==> src/rtl/acc_array.sv <==
// acc_array: NUM_CH independent unsigned accumulator lanes run by an IDLE/RUN/DONE job FSM.
// Optional build macro ACC_ARRAY_SAT_EN clamps overflowing lanes instead of wrapping.
module acc_array #(
  parameter int NUM_CH        = 4,
  parameter int IN_DATA_WIDTH = 8,
  parameter int DWIDTH        = 16,
  parameter int CNT_WIDTH     = 8
) (
  input  logic                            clk,
  input  logic                            reset,
  input  logic                            run_i,
  input  logic [CNT_WIDTH-1:0]            len_i,
  input  logic                            valid_i,
  input  logic [NUM_CH*IN_DATA_WIDTH-1:0] number_i,
  output logic                            idle_o,
  output logic                            running_o,
  output logic                            done_o,
  output logic [NUM_CH*DWIDTH-1:0]        result_o,
  output logic [NUM_CH-1:0]               ovf_o
);

  typedef enum logic [1:0] {
    S_IDLE = 2'd0,
    S_RUN  = 2'd1,
    S_DONE = 2'd2
  } state_t;

  state_t                     state_q, state_d;
  logic [CNT_WIDTH-1:0]       len_q, len_d;
  logic [CNT_WIDTH-1:0]       cnt_q, cnt_d;
  logic [NUM_CH*DWIDTH-1:0]   acc_q, acc_d;
  logic [NUM_CH-1:0]          ovf_q, ovf_d;
  logic                       idle_q, running_q, done_q;
  logic [DWIDTH:0]            sum_s [NUM_CH];

  // Per-lane sum one bit wider than the accumulator; the top bit is the carry out.
  always_comb begin
    for (int k = 0; k < NUM_CH; k++) begin
      sum_s[k] = {1'b0, acc_q[k*DWIDTH +: DWIDTH]}
               + {{(DWIDTH+1-IN_DATA_WIDTH){1'b0}}, number_i[k*IN_DATA_WIDTH +: IN_DATA_WIDTH]};
    end
  end

  // Next-state and datapath update.
  always_comb begin
    state_d = state_q;
    len_d   = len_q;
    cnt_d   = cnt_q;
    acc_d   = acc_q;
    ovf_d   = ovf_q;
    case (state_q)
      S_IDLE: begin
        if (run_i) begin
          acc_d   = '0;
          ovf_d   = '0;
          cnt_d   = '0;
          len_d   = len_i;
          state_d = (len_i == '0) ? S_DONE : S_RUN;
        end else begin
          state_d = S_IDLE;
        end
      end
      S_RUN: begin
        if (valid_i) begin
          for (int k = 0; k < NUM_CH; k++) begin
            // A lane that has ever carried stays flagged (and clamped when saturating).
            ovf_d[k] = ovf_q[k] | sum_s[k][DWIDTH];
`ifdef ACC_ARRAY_SAT_EN
            acc_d[k*DWIDTH +: DWIDTH] = ovf_d[k] ? {DWIDTH{1'b1}} : sum_s[k][DWIDTH-1:0];
`else
            acc_d[k*DWIDTH +: DWIDTH] = sum_s[k][DWIDTH-1:0];
`endif
          end
          cnt_d = cnt_q + CNT_WIDTH'(1);
          if (cnt_q == len_q - CNT_WIDTH'(1)) begin
            state_d = S_DONE;
          end else begin
            state_d = S_RUN;
          end
        end else begin
          state_d = S_RUN;
        end
      end
      S_DONE:  state_d = S_IDLE;
      default: state_d = S_IDLE;
    endcase
  end

  // State, datapath and status-flag registers.
  always_ff @(posedge clk) begin
    if (reset) begin
      state_q   <= S_IDLE;
      len_q     <= '0;
      cnt_q     <= '0;
      acc_q     <= '0;
      ovf_q     <= '0;
      idle_q    <= 1'b1;
      running_q <= 1'b0;
      done_q    <= 1'b0;
    end else begin
      state_q   <= state_d;
      len_q     <= len_d;
      cnt_q     <= cnt_d;
      acc_q     <= acc_d;
      ovf_q     <= ovf_d;
      idle_q    <= (state_d == S_IDLE);
      running_q <= (state_d == S_RUN);
      done_q    <= (state_d == S_DONE);
    end
  end

  assign idle_o    = idle_q;
  assign running_o = running_q;
  assign done_o    = done_q;
  assign result_o  = acc_q;
  assign ovf_o     = ovf_q;

endmodule

==> config.mk <==
export PLATFORM = sky130hd
export DESIGN_NAME = acc_array
export DESIGN_NICKNAME = d
export VERILOG_FILES = /design/src/rtl/acc_array.sv
export SDC_FILE = /design/constraint.sdc
export NUM_CORES = 1
export LEC_CHECK = 0
export CORE_MARGIN = 2
export CORE_UTILIZATION = 45
export CTS_BUF_LIST = sky130_fd_sc_hd__clkbuf_16
export DETAILED_ROUTE_END_ITERATION = 6
export PLACE_DENSITY_LB_ADDON = 0.08
export SLEW_MARGIN = 20
export SYNTH_ARGS = -nofsm -noshare
export SYNTH_HDL_FRONTEND = slang
export SYNTH_SLANG_ARGS = --single-unit
==> constraint.sdc <==
create_clock -name clk -period 5.5 [get_ports clk]
set_clock_uncertainty 0.1 [all_clocks]
set_input_delay 1.375 -clock clk [delete_from_list [all_inputs] [get_ports clk]]
set_output_delay 1.375 -clock clk [all_outputs]
set_load 0.02 [all_outputs]
==> summary by stage <==
Synth
After synthesis, the largest family of logic cells by area is simple AND/OR/NAND/NOR gates. Synthesis instantiated 54 different standard cells from the library. The share of cell area taken by muxes after synthesis is 0%. The Yosys step of the flow raised 0 warnings. After synthesis, the mean cell area works out to 8.62 um^2. Sequential cells were found to cover 36.3% of the synthesized design area. Among all cell types in the netlist, the one instantiated most often is sky130_fd_sc_hd__dfxtp_1.

After technology mapping, the gate count stands at 570. In this run, synthesis inferred 0 flip-flops with an integrated enable. The synthesized netlist devotes 19.0% of its cell area to compound gates. In the synthesized netlist the async set-or-reset flop fraction comes to 0%.

The post-synthesis simple-gate area fraction is 19.7%. The largest area contributor in the synthesized netlist is sky130_fd_sc_hd__dfxtp_1. In this run the cell area of the synthesized design comes to 4910 um^2.

The share of the synthesized netlist area taken by xor and xnor gates is 11.9%. The number of nets in the synthesized netlist is 652. The primary flip-flop cell chosen by synthesis mapping is sky130_fd_sc_hd__dfxtp_1. In this run, synthesis produced a sequential element count of 89. The synthesized design devotes to its leading area cell type 36.3% of total area. The commonest cells after synthesis are sky130_fd_sc_hd__dfxtp_1 (89), sky130_fd_sc_hd__nor2_1 (67), sky130_fd_sc_hd__nand2_1 (57), sky130_fd_sc_hd__a21oi_1 (48), sky130_fd_sc_hd__xor2_1 (38). Yosys attributes the largest share of cell area to sky130_fd_sc_hd__dfxtp_1 (36%), sky130_fd_sc_hd__ha_1 (8.7%), sky130_fd_sc_hd__xor2_1 (6.8%), sky130_fd_sc_hd__nor2_1 (5.1%), sky130_fd_sc_hd__a21oi_1 (4.9%).

Summing the areas of all fa, ha and maj instances in the mapped netlist gives 10.3% of the synthesized area.

Floorplan
The floorplan has 38 rows. The region available for standard cell placement spans 10700 um^2. The die width is 108 um. The initial standard-cell utilization of the core is 45.7%. The die is 108 um tall.

The die area is 11800 um^2. 115 I/O pins were placed.

Clock network
The number of buffers added by the clock tree synthesis step is 9. The TritonCTS sink count is 89. The maximum level of the CTS H-tree is 3. The hold-fix buffer count after cts is 0. The post-CTS setup repair buffer count is 0.

The insertion delay of the later-clocked pin in the worst-skew pair is 0.34 ns. TritonCTS built the clock tree. The post-CTS clock slew at the launch and capture registers of the worst setup and hold paths is 0.06 ns.

The number of gates resized after CTS is 0. The tree is rooted in a sky130_fd_sc_hd__clkbuf_16. The clock passes through at most 2 buffers.

Outcome
The flow ran to the end, and the final reports show no timing, DRC or antenna violations.

Timing
The maximum clock rate is 0.253 GHz. Setup violations remaining at the end of the flow were counted as 0. The max-slew violation total from the final report was 0. For the final routed database, the setup TNS stands at 0 ns. The worst path in the final design needs a cycle of 3.95 ns, including I/O delays and setup. The worst pin sits at a relative slew slack of 41.5%.

The final hold violation count is 0. The worst hold slack is 0.366 ns. Setup repair after global routing left no endpoint under its margin. The final critical path takes up 71.8% of the cycle. The slew at the pin closest to its max-slew limit is 0.878 ns.

GRT
The initial antenna violation count is 0. The combined global-route utilization of all metal layers is 22.7%. The first-pass GRT wire length is 21.0 mm.

The number of global-route vias before repair is 4468. The total congestion overflow after global routing is 0. Entering global routing, the biggest net connects 37 pins.

Final layout
The proportion of layout cells with a drive suffix above 1 is 4.12%. Compared with the post-synthesis result, the final layout area differs by 31.2%. The number of nets in the final layout is 758.

0 antenna diodes ended up in the layout.

Routing
The detailed-route via count is 4452. The total iterations of the first detailed-routing run is 6. Once detail routing completed, the nets flagged for antenna violations numbered 0. Using the TritonRoute via totals, the vias-per-cell ratio works out to 5.43.

The total routed wirelength is 12.8 mm. After detailed routing, the average wire length per cell comes to 15.7 um. The violation count after the first detailed-route iteration is 188. For this run, design rule violations remaining after detail routing come to 0.

Flow run
The tool flagged a number of max-cap violations equal to 0.

Power
Across the VDD grid, the largest voltage drop is 0.164 mV. In this run the power density over the cells is 241 nW/um^2. The analysis attributes to cell leakage a power of 2.51 nW.

Placement
The half-perimeter wire length after placement is 9.50 mm. The final weighted congestion of routability-driven global placement is 0.858. The count of input and output buffers is 114.

Setup path
The arrival time reported for the critical path endpoint is 4.13 ns. The worst setup path is of the input pin to flip-flop kind. The worst setup path is captured at a flip-flop. The worst setup path is launched from an input pin. In this run the worst path has a maximum fanout of 22. STA puts the critical path data required time at 5.68 ns.

Hold path
The kind of path behind the tightest hold check is flip-flop to flip-flop.
[layout make-up]
type / instances / area (um^2)
Clock buffer: 9 / 225
Sequential cell: 89 / 1780
Fill cell: 999 / 4300
Tap cell: 140 / 175
Timing Repair Buffer: 117 / 1160
Clock inverter: 6 / 67.6
Multi-Input combinational cell: 448 / 2990
Inverter: 11 / 41.3
[layer usage]
layer / track usage, % / part of all wire (%)
met1: 27.5 / 44
met2: 40.6 / 51
met3: 4.82 / 3.7
met4: 6.23 / 1.3
met5: 0 / 0
[critical path, stage by stage]
cell,delay (ns)
sky130_fd_sc_hd__clkdlybuf4s50_1,0.46
sky130_fd_sc_hd__or3b_1,0.68
sky130_fd_sc_hd__nand2_1,0.70
sky130_fd_sc_hd__nor2_1,0.67
sky130_fd_sc_hd__a22o_1,0.23
[final timing paths]
kind                        to  slack [ns]        from  cells after the start
setup / recovery  result_o[39]        1.55       run_i                      5
hold / removal        ovf_o[0]        0.37    ovf_o[0]                      2
setup reg to reg  result_o[39]        2.53  state_q[0]                      4
hold reg to reg       ovf_o[0]        0.37    ovf_o[0]                      2
[layout by cell type (no fill, tap or decap), types with 4 or more instances in the layout]
master	synthesis	layout
sky130_fd_sc_hd__clkbuf_16	0	9
sky130_fd_sc_hd__clkdlybuf4s50_1	0	114
sky130_fd_sc_hd__xor2_1	38	38
sky130_fd_sc_hd__dfxtp_1	89	89
sky130_fd_sc_hd__nand2_1	57	57
sky130_fd_sc_hd__nor4_1	6	6
sky130_fd_sc_hd__fa_1	4	4
sky130_fd_sc_hd__xnor2_1	27	27
sky130_fd_sc_hd__a21oi_1	48	48
sky130_fd_sc_hd__o21ai_0	15	15
sky130_fd_sc_hd__a21o_1	11	11
sky130_fd_sc_hd__a31oi_1	5	5
sky130_fd_sc_hd__nand4_1	9	9
sky130_fd_sc_hd__nor3_1	9	9
sky130_fd_sc_hd__a22o_1	9	9
sky130_fd_sc_hd__o21a_1	5	5
sky130_fd_sc_hd__a211oi_1	6	6
sky130_fd_sc_hd__nor2_1	67	66
sky130_fd_sc_hd__nand3_1	29	29
sky130_fd_sc_hd__a211o_1	7	7
sky130_fd_sc_hd__a22oi_1	5	5
sky130_fd_sc_hd__inv_1	11	11
sky130_fd_sc_hd__ha_1	34	34
sky130_fd_sc_hd__o21bai_1	5	5
sky130_fd_sc_hd__and3_1	9	9
[registers in the layout, indices dropped and copies added, names as in the netlist]
| register | flops |
|---|---|
| idle_o | 1 |
| state_q | 2 |
| ovf_o | 4 |
| cnt_q | 8 |
| done_o | 1 |
| result_o | 64 |
| running_o | 1 |
| len_q | 8 |
[cell families after synthesis]
logic type / after synthesis
simple gates: 206
flops: 89
fa+ha+maj: 38
buf+inv: 33
compound gates: 138
xor+xnor: 66
[per-stage QoR]
step / instance area (um^2) / util, % / power [mW] / std cells / setup WS, ns
after detailed placement: 6150 / 57.3 / 0.947 / 805 / 1.16
after global placement: 6150 / 57.3 / 0.942 / 805 / 1.23
after CTS: 6450 / 60.0 / 1.56 / 820 / 1.52
after floorplan: 4910 / - / 0.852 / 570 / 2.29
after global routing: 6450 / 60.0 / 1.62 / 820 / 1.26
final: 6450 / 60.0 / 1.55 / 820 / 1.55
[report_power, final]
group	switching [mW]	total [mW]	internal, mW	leakage [nW]
Sequential	0.0175	0.678	0.660	0.721
Combinational	0.140	0.257	0.117	1.66
Clock	0.266	0.617	0.351	0.138
(Power assumes the default switching activity.)
